`config.mk`:
```
export PLATFORM = sky130hd
export DESIGN_NAME = axicb_mst_switch_wr
export DESIGN_NICKNAME = d
export VERILOG_FILES = /design/src/rtl/axicb_pkg.sv /design/src/rtl/axicb_round_robin.sv /design/src/rtl/axicb_scfifo.sv /design/src/rtl/axicb_mst_switch_wr.sv
export SDC_FILE = /design/constraint.sdc
export NUM_CORES = 1
export LEC_CHECK = 0
export ABC_AREA = 1
export CORE_MARGIN = 4
export CORE_UTILIZATION = 40
export DETAILED_ROUTE_END_ITERATION = 7
export HOLD_SLACK_MARGIN = 0.12
export PLACE_DENSITY = 0.77
export SLEW_MARGIN = 10
export SYNTH_ARGS = -nofsm -noshare
export SYNTH_HDL_FRONTEND = slang
export SYNTH_SLANG_ARGS = --single-unit
export TNS_END_PERCENT = 20
```
`constraint.sdc`:
```
create_clock -name aclk -period 4.2 [get_ports aclk]
set_input_delay 0.84 -clock aclk [delete_from_list [all_inputs] [get_ports aclk]]
set_output_delay 0.84 -clock aclk [all_outputs]
set_load 0.01 [all_outputs]
```
`src/rtl/axicb_pkg.sv`:
```
// Shared constants and types for the crossbar slave-side write switch.
package axicb_pkg;

  localparam int unsigned MST_NB    = 4;
  localparam int unsigned MST_IDX_W = 2;

  typedef logic [MST_IDX_W-1:0] mst_idx_t;

  // B channel layout: {bresp, bid}
  localparam int unsigned BID_LSB = 0;
  localparam int unsigned BRESP_W = 2;

endpackage

```
`src/rtl/axicb_round_robin.sv`:
```
// Round-robin arbiter with grant lock held while the downstream request is pending.
module axicb_round_robin
  import axicb_pkg::*;
(
  input  logic              aclk,
  input  logic              aresetn,
  input  logic              srst,
  input  logic [MST_NB-1:0] req_i,
  input  logic              hold_i,
  input  logic              ack_i,
  output logic [MST_NB-1:0] grant_o,
  output mst_idx_t          grant_idx_o
);

  mst_idx_t          ptr_q, ptr_d;
  logic              lock_q, lock_d;
  logic [MST_NB-1:0] lgrant_q, lgrant_d;
  logic [MST_NB-1:0] rr_grant;
  mst_idx_t          idx;

  // Search starts at the priority pointer and wraps.
  always_comb begin
    rr_grant = '0;
    idx      = '0;
    for (int i = 0; i < int'(MST_NB); i++) begin
      idx = mst_idx_t'(int'(ptr_q) + i);
      if (req_i[idx] && (rr_grant == '0)) rr_grant[idx] = 1'b1;
    end
  end

  always_comb begin
    grant_o     = lock_q ? lgrant_q : rr_grant;
    grant_idx_o = '0;
    for (int i = 0; i < int'(MST_NB); i++) begin
      if (grant_o[i]) grant_idx_o = mst_idx_t'(i);
    end
  end

  always_comb begin
    ptr_d    = ptr_q;
    lock_d   = lock_q;
    lgrant_d = lgrant_q;
    if (ack_i) begin
      lock_d = 1'b0;
      ptr_d  = mst_idx_t'(grant_idx_o + 1'b1);
    end else if (hold_i) begin
      lock_d   = 1'b1;
      lgrant_d = grant_o;
    end
  end

  always_ff @(posedge aclk or negedge aresetn) begin
    if (!aresetn) begin
      ptr_q    <= '0;
      lock_q   <= 1'b0;
      lgrant_q <= '0;
    end else if (srst) begin
      ptr_q    <= '0;
      lock_q   <= 1'b0;
      lgrant_q <= '0;
    end else begin
      ptr_q    <= ptr_d;
      lock_q   <= lock_d;
      lgrant_q <= lgrant_d;
    end
  end

endmodule

```
`src/rtl/axicb_scfifo.sv`:
```
// Single-clock FIFO; full/empty come from registered pointers only.
module axicb_scfifo #(
  parameter int unsigned DATA_W  = 2,
  parameter int unsigned DEPTH_W = 3
) (
  input  logic              aclk,
  input  logic              aresetn,
  input  logic              srst,
  input  logic              push_i,
  input  logic [DATA_W-1:0] data_i,
  output logic              full_o,
  input  logic              pop_i,
  output logic [DATA_W-1:0] data_o,
  output logic              empty_o
);

  localparam int unsigned DEPTH = 1 << DEPTH_W;

  logic [DATA_W-1:0]  mem_q [DEPTH];
  logic [DEPTH_W:0]   wr_q, wr_d, rd_q, rd_d;
  logic               push_ok, pop_ok;

  assign empty_o = (wr_q == rd_q);
  assign full_o  = (wr_q[DEPTH_W] != rd_q[DEPTH_W]) &&
                   (wr_q[DEPTH_W-1:0] == rd_q[DEPTH_W-1:0]);
  assign push_ok = push_i & ~full_o;
  assign pop_ok  = pop_i & ~empty_o;
  assign data_o  = mem_q[rd_q[DEPTH_W-1:0]];

  always_comb begin
    wr_d = wr_q;
    rd_d = rd_q;
    if (push_ok) wr_d = wr_q + 1'b1;
    if (pop_ok)  rd_d = rd_q + 1'b1;
  end

  always_ff @(posedge aclk or negedge aresetn) begin
    if (!aresetn) begin
      wr_q <= '0;
      rd_q <= '0;
    end else if (srst) begin
      wr_q <= '0;
      rd_q <= '0;
    end else begin
      wr_q <= wr_d;
      rd_q <= rd_d;
    end
  end

  // Storage is not reset; pointers define validity.
  always_ff @(posedge aclk) begin
    if (push_ok) mem_q[wr_q[DEPTH_W-1:0]] <= data_i;
  end

endmodule

```
`src/rtl/axicb_mst_switch_wr.sv`:
```
// Slave-side write switch: RR arbitration on AW, in-order W via grant FIFO, B routed by ID mask.
// Define AXICB_BRESP_DROP_EN to accept and drop responses whose BID matches no master.
module axicb_mst_switch_wr
  import axicb_pkg::*;
#(
  parameter int unsigned AXI_ID_W = 8,
  parameter logic [AXI_ID_W-1:0] MST0_ID_MASK = 'h10,
  parameter logic [AXI_ID_W-1:0] MST1_ID_MASK = 'h20,
  parameter logic [AXI_ID_W-1:0] MST2_ID_MASK = 'h40,
  parameter logic [AXI_ID_W-1:0] MST3_ID_MASK = 'h80,
  parameter int unsigned WFIFO_DEPTH_W = 3,
  parameter int unsigned AWCH_W = 8,
  parameter int unsigned WCH_W = 8,
  parameter int unsigned BCH_W = AXI_ID_W + 2
) (
  input  logic                     aclk,
  input  logic                     aresetn,
  input  logic                     srst,
  input  logic [MST_NB-1:0]        i_awvalid,
  output logic [MST_NB-1:0]        i_awready,
  input  logic [MST_NB*AWCH_W-1:0] i_awch,
  input  logic [MST_NB-1:0]        i_wvalid,
  output logic [MST_NB-1:0]        i_wready,
  input  logic [MST_NB-1:0]        i_wlast,
  input  logic [MST_NB*WCH_W-1:0]  i_wch,
  output logic [MST_NB-1:0]        i_bvalid,
  input  logic [MST_NB-1:0]        i_bready,
  output logic [BCH_W-1:0]         i_bch,
  output logic                     o_awvalid,
  input  logic                     o_awready,
  output logic [AWCH_W-1:0]        o_awch,
  output logic                     o_wvalid,
  input  logic                     o_wready,
  output logic                     o_wlast,
  output logic [WCH_W-1:0]         o_wch,
  input  logic                     o_bvalid,
  output logic                     o_bready,
  input  logic [BCH_W-1:0]         o_bch,
  output logic                     o_bid_err
);

`ifdef AXICB_BRESP_DROP_EN
  localparam logic BRESP_DROP = 1'b1;
`else
  localparam logic BRESP_DROP = 1'b0;
`endif

  logic                           en_q, en_d, active;
  logic                           bid_err_q, bid_err_d;
  logic                           fifo_full, fifo_empty, aw_ack, aw_hold, w_pop, w_en;
  logic [MST_NB-1:0]              aw_req, grant;
  mst_idx_t                       grant_idx, head, bmst;
  logic [MST_NB-1:0]              bmatch;
  logic                           bany;
  logic [AXI_ID_W-1:0]            bid;
  logic [MST_NB-1:0][AXI_ID_W-1:0] masks;

  // Outputs stay quiet during reset and the first cycle after it.
  assign en_d   = ~srst;
  assign active = en_q & ~srst;

  assign aw_req    = (active && !fifo_full) ? i_awvalid : '0;
  assign o_awvalid = active & (|grant);
  assign aw_ack    = o_awvalid & o_awready & ~fifo_full;
  assign aw_hold   = o_awvalid & ~o_awready;
  assign i_awready = (active && o_awready && !fifo_full) ? grant : '0;

  axicb_round_robin u_arb (
    .aclk        (aclk),
    .aresetn     (aresetn),
    .srst        (srst),
    .req_i       (aw_req),
    .hold_i      (aw_hold),
    .ack_i       (aw_ack),
    .grant_o     (grant),
    .grant_idx_o (grant_idx)
  );

  axicb_scfifo #(.DATA_W(MST_IDX_W), .DEPTH_W(WFIFO_DEPTH_W)) u_wfifo (
    .aclk    (aclk),
    .aresetn (aresetn),
    .srst    (srst),
    .push_i  (aw_ack),
    .data_i  (grant_idx),
    .full_o  (fifo_full),
    .pop_i   (w_pop),
    .data_o  (head),
    .empty_o (fifo_empty)
  );

  assign w_en     = active & ~fifo_empty;
  assign o_wvalid = w_en & i_wvalid[head];
  assign o_wlast  = i_wlast[head];
  assign w_pop    = o_wvalid & o_wready & o_wlast;

  always_comb begin
    o_awch   = '0;
    o_wch    = '0;
    i_wready = '0;
    for (int n = 0; n < int'(MST_NB); n++) begin
      if (grant[n]) o_awch = i_awch[n*AWCH_W +: AWCH_W];
      if (head == mst_idx_t'(n)) begin
        o_wch       = i_wch[n*WCH_W +: WCH_W];
        i_wready[n] = w_en & o_wready;
      end
    end
  end

  assign masks = {MST3_ID_MASK, MST2_ID_MASK, MST1_ID_MASK, MST0_ID_MASK};
  assign bid   = o_bch[BID_LSB +: AXI_ID_W];
  assign i_bch = o_bch;

  // Lowest-index matching master owns the response.
  always_comb begin
    bmatch = '0;
    bmst   = '0;
    for (int n = int'(MST_NB) - 1; n >= 0; n--) begin
      bmatch[n] = ((bid & masks[n]) == masks[n]);
      if (bmatch[n]) bmst = mst_idx_t'(n);
    end
    bany     = |bmatch;
    i_bvalid = '0;
    i_bvalid[bmst] = active & o_bvalid & bany;
    o_bready = active & (bany ? i_bready[bmst] : BRESP_DROP);
    bid_err_d = bid_err_q | (active & o_bvalid & ~bany);
  end

  assign o_bid_err = bid_err_q;

  always_ff @(posedge aclk or negedge aresetn) begin
    if (!aresetn) begin
      en_q      <= 1'b0;
      bid_err_q <= 1'b0;
    end else if (srst) begin
      en_q      <= 1'b0;
      bid_err_q <= 1'b0;
    end else begin
      en_q      <= en_d;
      bid_err_q <= bid_err_d;
    end
  end

endmodule

```
==> results by group <==
Synth
  – Count leader, synth: nand2_1
  – Multiplexer share of the synthesized area: 0%
  – Post-Synth Adder-Cell Area: 3.95%
  – Largest area contributor in the netlist: nand2_1
  – Asr flop ratio synth: 51.5%
  – Largest cells by area after synthesis: nand2_1 19%, edfxtp_1 17%, dfrtp_1 15%
  – Yosys cell types: 36
  – Synth Net Count: 530
  – Synthesized flop and latch total: 33
  – Synth Area in Simple Gates: 46.6%
  – Largest family of logic cells by synthesized area: simple AND/OR/NAND/NOR gates
  – Cells after synthesis: 425
  – Compound-Gate Fraction of Synth Area: 6.75%
  – Synth Cell Area: 2850 sq um
  – Synth Area per Inst: 6.72 sq um
  – Ys Warns: 0
  – Post-synth top area share: 19.1%
  – Top FF cell, synth: dfrtp_1
  – Post-synth EDFFs: 16
  – Synth Area in XOR/XNOR: 1.18%
  – Synth cell count leaders: 145 x nand2_1, 43 x nor2_1, 40 x nand3_1
  – Sequential area share after synthesis: 31.7%

Min path
  – Hold_sp: o_bid_err
  – HP Class: reg2reg
  – Min-Delay Endpoint: o_bid_err
  – Worst hold path depth: 2

Routing
  – Wirelength, routed: 10.3 mm
  – Drt pass-1 iters: 4
  – Remaining DRCs: 0
  – DR iter-0 viols: 145
  – Antenna-violating nets left: 0
  – DR WL/cell: 15.0 um
  – Vias/cell: 5.28
  – DR vias: 3636

Final layout
  – Nets: 697
  – Final non-filler cell total: 689
  – Multi-input gate area: 1850 sq um
  – FILL cells: 557
  – Area grow syn2layout: 67.9%
  – Share of cells above drive strength 1: 24.1%
  – Final Cell Area: 4790 sq um
  – Diodes inserted: 0
  – FF+latch area: 908 sq um

Clock tree
  – Worst skew pair latency: 0.29 ns
  – CTS buffer count: 5
  – CTS root buf: clkbuf_8
  – Clock Path Buffers: 2
  – Clock transition at path regs: 0.07 ns
  – CTS tree: built
  – Clk sink count: 33
  – H-tree depth: 2

Setup path
  – Worst path cell trace: inv_1, nand2_2, nand2_2, nand4_4, nand4_1, nand3_1, nand3_2, nand2_2, inv_2, nand3_2, nand3_2, inv_1, nand3_2, nand3_2, nor2_4, nand3_2, nand2_2, nand2_4, buf_12, clkbuf_16, nand4_1, nand3_2, buf_6
  – WS Path Type: reg2out
  – Crit path capture type: output pin
  – CP max stage delay: 0.43 ns
  – RR Endpoint: u_wfifo.mem_q[3][1]
  – Crit path launch type: register
  – Buf+Inv Stages, Crit Path: 6
  – Worst Path Required: 3.36 ns
  – Crit-path leading delay family: simple AND/OR/NAND/NOR gates
  – Crit path DAT: 3.29 ns
  – Critical path depth: 23
  – Crit-path slowest cell: dfrtp_1
  – Worst-path fanout max: 8
  – Setup slack, reg-to-reg: 0.64 ns
  – Top cell by count, worst path: nand3_2
  – Reg-to-reg startpoint: u_wfifo.rd_q[0]
  – Register-to-Register Path Depth: 25

Power
  – Pleak: 2.20 nW
  – PD cells: 614 nW/um^2
  – Maximum vdd drop: 566 uV

Die
  – Die Y: 92.5 um
  – # IOs: 139
  – Initial Util: 41.5%
  – Placement Rows: 30
  – Core area: 6870 sq um
  – Die X: 92.5 um
  – Full die area: 8550 sq um

Timing
  – Max-slew headroom: 45.2%
  – Setup TNS: 0 ns
  – Max frequency: 0.242 GHz
  – Tightest Pin Transition: 0.820 ns
  – Fin Clk Skew: 0.00260 ns
  – Fin. max-slew vios: 0
  – Final Hold Viols: 0
  – Final setup violation count: 0
  – Fin crit share: 98.4%
  – RSZ-0062 raised after global routing: true
  – Final Critical Period: 4.13 ns

Place
  – Placed Cells incl. Taps: 661
  – Placed cell area: 4350 sq um
  – GPL Wtd Cong: 0.894
  – HPWL after detailed placement: 7.80 mm
  – PortBufs: 126

Global routing
  – Met1 usage: 24.1%
  – GRT Overall Usage: 22.3%
  – Met2 usage: 42.1%
  – First-pass GRT wire length: 15.6 mm
  – Number of global-route vias before repair: 3544
  – Initial antenna violation count: 0
  – Met3 Usage GRT: 5.28%
  – Largest net degree at the start of global routing: 18
  – Busiest layer in global routing: met2
  – GRT overflow: 0

Run status
  – Run status: finished, final reports clean

Run
  – Max-Cap Viols: 0
[logic make-up (layout without fill, tap and decap cells)]
kind of cell / count (synthesis) / after routing
buf+inv: 60 / 227
compound gates: 32 / 32
simple gates: 288 / 289
xor+xnor: 3 / 3
fa+ha+maj: 9 / 9
flops: 33 / 33
[state kept, by name (all words and copies together), names as in the netlist]
signal          flops
u_wfifo.mem_q      16
u_arb.lgrant_q      4
u_wfifo.rd_q        4
u_wfifo.wr_q        4
u_arb.ptr_q         2
en_q                1
o_bid_err           1
u_arb.lock_q        1
[stage by stage]
| stage | hold slack [ns] | total power [mW] | setup WS [ns] | util, % |
|---|---|---|---|---|
| after global routing | 0.551 | 3.15 | -0.130 | 69.7 |
| after global placement | 0.473 | 2.35 | -0.451 | 63.4 |
| after floorplan | 0.461 | 1.51 | 0.465 | - |
| after CTS | 0.503 | 2.60 | 0.00587 | 65.2 |
| after detailed placement | 0.487 | 2.37 | -0.579 | 63.4 |
| final | 0.499 | 2.94 | 0.0690 | 69.7 |
[layout by cell type, fill, tap and decap left out, drive strengths merged, types with 4 or more instances in the layout]
master and count:
nand2 154, clkdlybuf4s50 108, buf 58, nor2 51, inv 41, nand3 41
nand4 26, dfrtp 17, edfxtp 16, o21ai 16, ha 9, or2 8
nor3 8, clkbuf 8, a21oi 4
[where the power goes]
group	switching (mW)	total (mW)	internal (mW)
combinational	1.25	2.23	0.981
clock	0.117	0.231	0.114
sequential	0.0339	0.484	0.451
[final cells by class]
cell class	count	area share, %
tap	96	2.51
timing repair buffer	176	34.5
timing repair inverter	1	0.157
sequential	33	19.0
inverter	42	3.53
clock buffer	5	1.44
multi-input combinational	333	38.5
clock inverter	3	0.366
[worst min-delay path: stages (launching register included)]
cell and delay, ns:
dfrtp_1 0.34, a31oi_1 0.05, nor2_1 0.07
[timing repair]
item | in CTS | in global routing
pin swaps | 8 | 43
resized for setup | 49 | 58
buffers inserted | 4 | 13
hold buffers | 0 | 0
gates cloned | 1 | 2
endpoints found under the setup margin | 13 | 13
[worst max path at each step]
stage                    start         to
2_1_floorplan             srst  o_awch[0]
3_3_place_gp              srst  o_awch[4]
3_5_place_dp              srst  o_awch[4]
4_1_cts           i_awvalid[3]  o_awch[7]
5_1_grt        u_wfifo.rd_q[0]  o_awch[4]
6_report       u_wfifo.rd_q[0]  o_awch[4]
[metal layers]
layer | share of wire (%) | wire (um)
met5 | 0 | 0
met4 | 2.4 | 250
met3 | 9.1 | 943
met2 | 50 | 5210
met1 | 38 | 3940
No activity file was read; power rests on OpenSTA's default activity.
